--- config.mk ---
export PLATFORM = sky130hd
export DESIGN_NAME = values_ram_arbiter
export DESIGN_NICKNAME = d
export VERILOG_FILES = /design/src/rtl/values_ram_arbiter.sv
export SDC_FILE = /design/constraint.sdc
export NUM_CORES = 1
export LEC_CHECK = 0
export ABC_AREA = 1
export CAP_MARGIN = 20
export CORE_MARGIN = 4
export CORE_UTILIZATION = 30
export CTS_BUF_LIST = sky130_fd_sc_hd__clkbuf_4 sky130_fd_sc_hd__clkbuf_8 sky130_fd_sc_hd__clkbuf_16
export DETAILED_ROUTE_END_ITERATION = 8
export HOLD_SLACK_MARGIN = 0.08
export PLACE_DENSITY_LB_ADDON = 0.2
export SYNTH_ARGS = -nofsm -noshare
export SYNTH_HDL_FRONTEND = slang
export SYNTH_SLANG_ARGS = --single-unit
--- constraint.sdc ---
create_clock -name clk -period 2.85 [get_ports clk]
set_input_delay 0.57 -clock clk [delete_from_list [all_inputs] [get_ports clk]]
set_output_delay 0.57 -clock clk [all_outputs]
set_load 0.03 [all_outputs]
--- src/rtl/values_ram_arbiter.sv ---
// values_ram_arbiter: shares the single-port values RAM between the CPU
// control unit (port 0) and the debug/program loader (port 1). Each access
// runs IDLE -> ISSUE -> WAIT (RD_LAT cycles) -> DONE, and every output is
// driven from a register.
module values_ram_arbiter #(
  parameter int ADDR_W    = 8,
  parameter int DATA_W    = 8,
  parameter int RD_LAT    = 1,   // 1..4
  parameter int PRIO_MODE = 0    // 0 = round-robin, 1 = port 0 always wins
) (
  input  logic              clk,
  input  logic              reset,
  input  logic              req0,
  input  logic              we0,
  input  logic [ADDR_W-1:0] addr0,
  input  logic [DATA_W-1:0] wdata0,
  output logic              done0,
  output logic [DATA_W-1:0] rdata0,
  input  logic              req1,
  input  logic              we1,
  input  logic [ADDR_W-1:0] addr1,
  input  logic [DATA_W-1:0] wdata1,
  output logic              done1,
  output logic [DATA_W-1:0] rdata1,
  output logic [1:0]        gnt,
  output logic              busy,
  output logic              ram_en,
  output logic              ram_we,
  output logic [ADDR_W-1:0] ram_addr,
  output logic [DATA_W-1:0] ram_wdata,
  input  logic [DATA_W-1:0] ram_rdata
);

  typedef enum logic [1:0] {
    IDLE  = 2'd0,
    ISSUE = 2'd1,
    WAIT  = 2'd2,
    DONE  = 2'd3
  } state_t;

  // The counter is loaded with RD_LAT-1, so two bits cover the 1..4 range.
  localparam logic [1:0] CNT_INIT = 2'(RD_LAT - 1);

  state_t              state_q;
  logic [1:0]          cnt_q;
  logic                owner_q;        // 0 = port 0, 1 = port 1
  logic                last_served_q;
  logic                done0_q;
  logic                done1_q;
  logic [DATA_W-1:0]   rdata0_q;
  logic [DATA_W-1:0]   rdata1_q;
  logic [1:0]          gnt_q;
  logic                busy_q;
  logic                ram_en_q;
  logic                ram_we_q;
  logic [ADDR_W-1:0]   ram_addr_q;
  logic [DATA_W-1:0]   ram_wdata_q;
  logic                winner_d;

  // Pick the port to serve if a transaction starts this cycle.
  always_comb begin
    winner_d = 1'b0;
    if (PRIO_MODE != 0) begin
      winner_d = ~req0;
    end else if (req0 && req1) begin
      winner_d = ~last_served_q;
    end else begin
      winner_d = ~req0;
    end
  end

  // Arbitration FSM; all outputs are registered here.
  always_ff @(posedge clk) begin
    if (reset) begin
      state_q       <= IDLE;
      cnt_q         <= 2'd0;
      owner_q       <= 1'b0;
      last_served_q <= 1'b1;
      done0_q       <= 1'b0;
      done1_q       <= 1'b0;
      rdata0_q      <= '0;
      rdata1_q      <= '0;
      gnt_q         <= 2'b00;
      busy_q        <= 1'b0;
      ram_en_q      <= 1'b0;
      ram_we_q      <= 1'b0;
      ram_addr_q    <= '0;
      ram_wdata_q   <= '0;
    end else begin
      done0_q <= 1'b0;
      done1_q <= 1'b0;
      case (state_q)
        IDLE: begin
          if (req0 || req1) begin
            // Latch the winner's command straight into the RAM drivers so
            // later changes on the port cannot disturb this access.
            state_q       <= ISSUE;
            owner_q       <= winner_d;
            last_served_q <= winner_d;
            gnt_q         <= winner_d ? 2'b10 : 2'b01;
            busy_q        <= 1'b1;
            ram_en_q      <= 1'b1;
            ram_we_q      <= winner_d ? we1 : we0;
            ram_addr_q    <= winner_d ? addr1 : addr0;
            ram_wdata_q   <= winner_d ? wdata1 : wdata0;
          end
        end
        ISSUE: begin
          state_q  <= WAIT;
          ram_en_q <= 1'b0;
          ram_we_q <= 1'b0;
          cnt_q    <= CNT_INIT;
        end
        WAIT: begin
          if (cnt_q == 2'd0) begin
            state_q <= DONE;
            if (owner_q) begin
              rdata1_q <= ram_rdata;
              done1_q  <= 1'b1;
            end else begin
              rdata0_q <= ram_rdata;
              done0_q  <= 1'b1;
            end
          end else begin
            cnt_q <= cnt_q - 2'd1;
          end
        end
        DONE: begin
          // The served port's req is ignored here; both are re-evaluated in IDLE.
          state_q <= IDLE;
          gnt_q   <= 2'b00;
          busy_q  <= 1'b0;
        end
        default: begin
          state_q <= IDLE;
        end
      endcase
    end
  end

  assign done0     = done0_q;
  assign done1     = done1_q;
  assign rdata0    = rdata0_q;
  assign rdata1    = rdata1_q;
  assign gnt       = gnt_q;
  assign busy      = busy_q;
  assign ram_en    = ram_en_q;
  assign ram_we    = ram_we_q;
  assign ram_addr  = ram_addr_q;
  assign ram_wdata = ram_wdata_q;

endmodule

==> results.yml <==
outcome:
  outcome: "completed"
place:
  gp_congestion: 0.7710
  buffer_ports.inserted: 84
  place.detailed.instances: 427
  place_hpwl_um: 4042
  placedInstanceArea_um2: 2947
route:
  met2_wirelength_um: 2573
  highest-signal-layer: "met4"
  drt-pass1-iter-count: 4
  met1_length_um: 2740
  routed_wl_um: 5755
  drt_iter0_drc: 79
  met3_wirelength_um: 364
  drcViolationCount: 0
  ant_nets: 0
  wire_per_inst_um: 13.23
  route.vias.total: 2018
  post_drt_via_cell_ratio: 4.639
clock_tree:
  cts.root.buffer_cell: "clkbuf_8"
  cts_made_buffers: 5
  clock_tree.htree_level_count: 2
  post-cts-setup-buffers: 0
  ctsResizeCount: 0
  clkLatencyLatePin_ps: 300
  clk_transition_reported_paths_ps: 90
  clock_sink_count: 45
  hold_buffers: 0
  cts_tree: "done"
  max-clock-path-buffers: 2
timing:
  clock_skew_ps: 8.174
  slew_headroom_pct: 41.39
  setup_violations: 0
  post-route-min-period_ps: 1986
  tightest_slew_ps: 878.2
  grt_setup_unrepaired: "no"
  maxClockFrequency_mhz: 503.6
  final-hold-violation-count: 0
  drv_slew: 0
  setup-tns-final_ps: 0
  finalCritPeriodShare_pct: 69.68
power:
  total_leakage_power_nw: 1.246
  power.density_nw_per_um2: 876.5
  power.ir.vdd_worst_v: 0.0003949
hold_path:
  timing.hold.worst_path_depth: 2
  min_to: "ram_wdata[6]"
  worstHoldPathType: "flop to flop"
  hold_path.startpoint: "ram_wdata[6]"
worst_setup_path:
  critical_path.endpoint_type: "flop"
  worstReg2RegStart: "state_q[0]"
  worst_r2r_path_depth: 6
  crit_arrival_ps: 2220
  start_kind: "primary input"
  worst-setup-path-type: "primary input to flop"
  worst_ep_required_time_ps: 3080
  reg2reg_to: "owner_q"
  highest_net_fanout_along_the_worst_path: 21
  regToRegSetupSlack_ps: 920
finish:
  fraction_of_layout_instances_using_a_drive_strength_above_1_pct: 5.915
  reg_area_um2: 900.9
  instances_no_fill: 435
  number_of_antenna_diodes: 0
  filler_cell_count: 700
  finish.instance_area_um2: 3080
  multiInputGateArea_um2: 962.2
  layout.nets: 407
  layout.core_utilization_pct: 45.59
  area_delta_synth_final_pct: 48.58
die:
  die_h_um: 91.13
  chipWidth_um: 91.13
  pin_count: 85
  initial_core_util_pct: 30.69
  std_cell_rows: 30
  design.die.area_um2: 8305
  fp.coreArea_um2: 6756
global_route:
  via_count_of_the_first_global_routing_pass: 1983
  grt_overflow_total: 0
  globalRouteTotalUtil_pct: 14.33
  grt_pass1_wl_um: 9742
  grt_antenna_before_repair: 0
  grt_start_max_net_pins: 35
logic_synthesis:
  ys_types: 22
  sequential_fraction_of_the_synthesis_area_pct: 43.45
  synth_cells: 274
  syn_area_per_cell_um2: 7.567
  yosys_register_bits: 45
  yosys_warning_count: 0
  synth_area_um2: 2073
  synth.net_count: 327
run:
  number_of_maximum_capacitance_violations: 0
==> worst max-delay path, stage by stage <==
cell and delay (ps):
clkdlybuf4s50_1 550, nor2_1 100, nor2_2 680, nand2_1 150, a21oi_1 160
==> per-layer routing <==
| layer | global-route usage, % | up-vias |
|---|---|---|
| li1 | - | 1054 |
| met1 | 19.45 | 895 |
| met2 | 22.19 | 62 |
| met4 | 4.523 | 0 |
| met3 | 3.728 | 7 |
| met5 | 0 | - |
==> cells by family (layout without fill, tap and decap cells) <==
family                   count (synthesis)  after routing  synth area share (%)
AND/OR/NAND/NOR                        124            124                 28.79
flip-flops                              45             45                 43.45
AO/OA/AOI/OAI                           52             52                 13.40
adder cells (fa/ha/maj)                  7              7                 4.224
buffers and inverters                   46            127                 10.14
==> cell usage after synthesis <==
library cell | n | area [um2]
nand2_1 | 51 | 191.4
dfxtp_1 | 45 | 900.9
a21oi_1 | 33 | 165.2
inv_1 | 30 | 112.6
nand3_1 | 27 | 135.1
nor2_1 | 19 | 71.32
nand3b_1 | 17 | 127.6
o21ai_0 | 13 | 65.06
ha_1 | 7 | 87.58
buf_2 | 6 | 30.03
buf_6 | 4 | 45.04
clkbuf_1 | 4 | 15.01
o211ai_1 | 4 | 30.03
nor3_1 | 3 | 15.01
inv_2 | 2 | 7.510
nand3_2 | 2 | 20.02
nor2_2 | 2 | 12.51
a21oi_2 | 1 | 8.760
nand2_2 | 1 | 6.260
nand2_4 | 1 | 11.26
nand4_1 | 1 | 6.260
o21ai_2 | 1 | 8.760
==> per-stage QoR <==
| step | hold WS, ps | worst slack, ps | power (mW) |
|---|---|---|---|
| 3_3_place_gp | 447.9 | 566.5 | 2.147 |
| 3_5_place_dp | 458.2 | 523.3 | 2.153 |
| 2_1_floorplan | 432.6 | 1542 | 1.729 |
| 5_1_grt | 486.7 | 659.4 | 2.893 |
| 4_1_cts | 471.8 | 853.4 | 2.736 |
| 6_report | 467.6 | 864.1 | 2.700 |
==> final cells by class <==
class                           instances  area share, %
Clock buffer                            5          2.234
Clock inverter                          3          2.112
Inverter                               32          3.899
Multi-Input combinational cell        183          31.23
Sequential cell                        45          29.24
Tap cell                               80          3.249
Timing Repair Buffer                   87          28.03
==> registers in the layout (all words and copies together) (netlist names) <==
signal and cells:
ram_we 1, done0 1, done1 1, ram_en 1
owner_q 1, ram_wdata 8, cnt_q 2, busy 1
rdata1 8, last_served_q 1, ram_addr 8, state_q 2
rdata0 8, gnt 2
==> worst max path at each step <==
stage	slack (ps)	endpoint	startpoint
after floorplan	1540	ram_addr[1]	state_q[0]
after global placement	570	ram_addr[1]	req1
after detailed placement	520	owner_q	req1
after CTS	850	ram_addr[7]	req1
after global routing	660	owner_q	state_q[0]
final	860	owner_q	req1
==> power breakdown <==
part	switching (mW)	internal [mW]	leakage [nW]
clock network	0.225	0.348	0.0681
logic	0.751	0.487	0.809
registers	0.0977	0.791	0.369
total	1.07	1.63	1.25
==> cells in the final DEF, fill, tap and decap left out <==
cell type / count
clkdlybuf4s50_1: 84
nand2_1: 51
dfxtp_1: 45
a21oi_1: 33
inv_1: 30
nand3_1: 27
nor2_1: 19
nand3b_1: 17
o21ai_0: 13
ha_1: 7
clkbuf_8: 5
o211ai_1: 4
nor3_1: 3
buf_4: 3
nor2_2: 2
inv_2: 2
nand3_2: 2
bufinv_16: 2
nand2_2: 1
nand2_4: 1
o21ai_2: 1
nand4_1: 1
a21oi_2: 1
clkinv_2: 1
(Power assumes the default switching activity.)
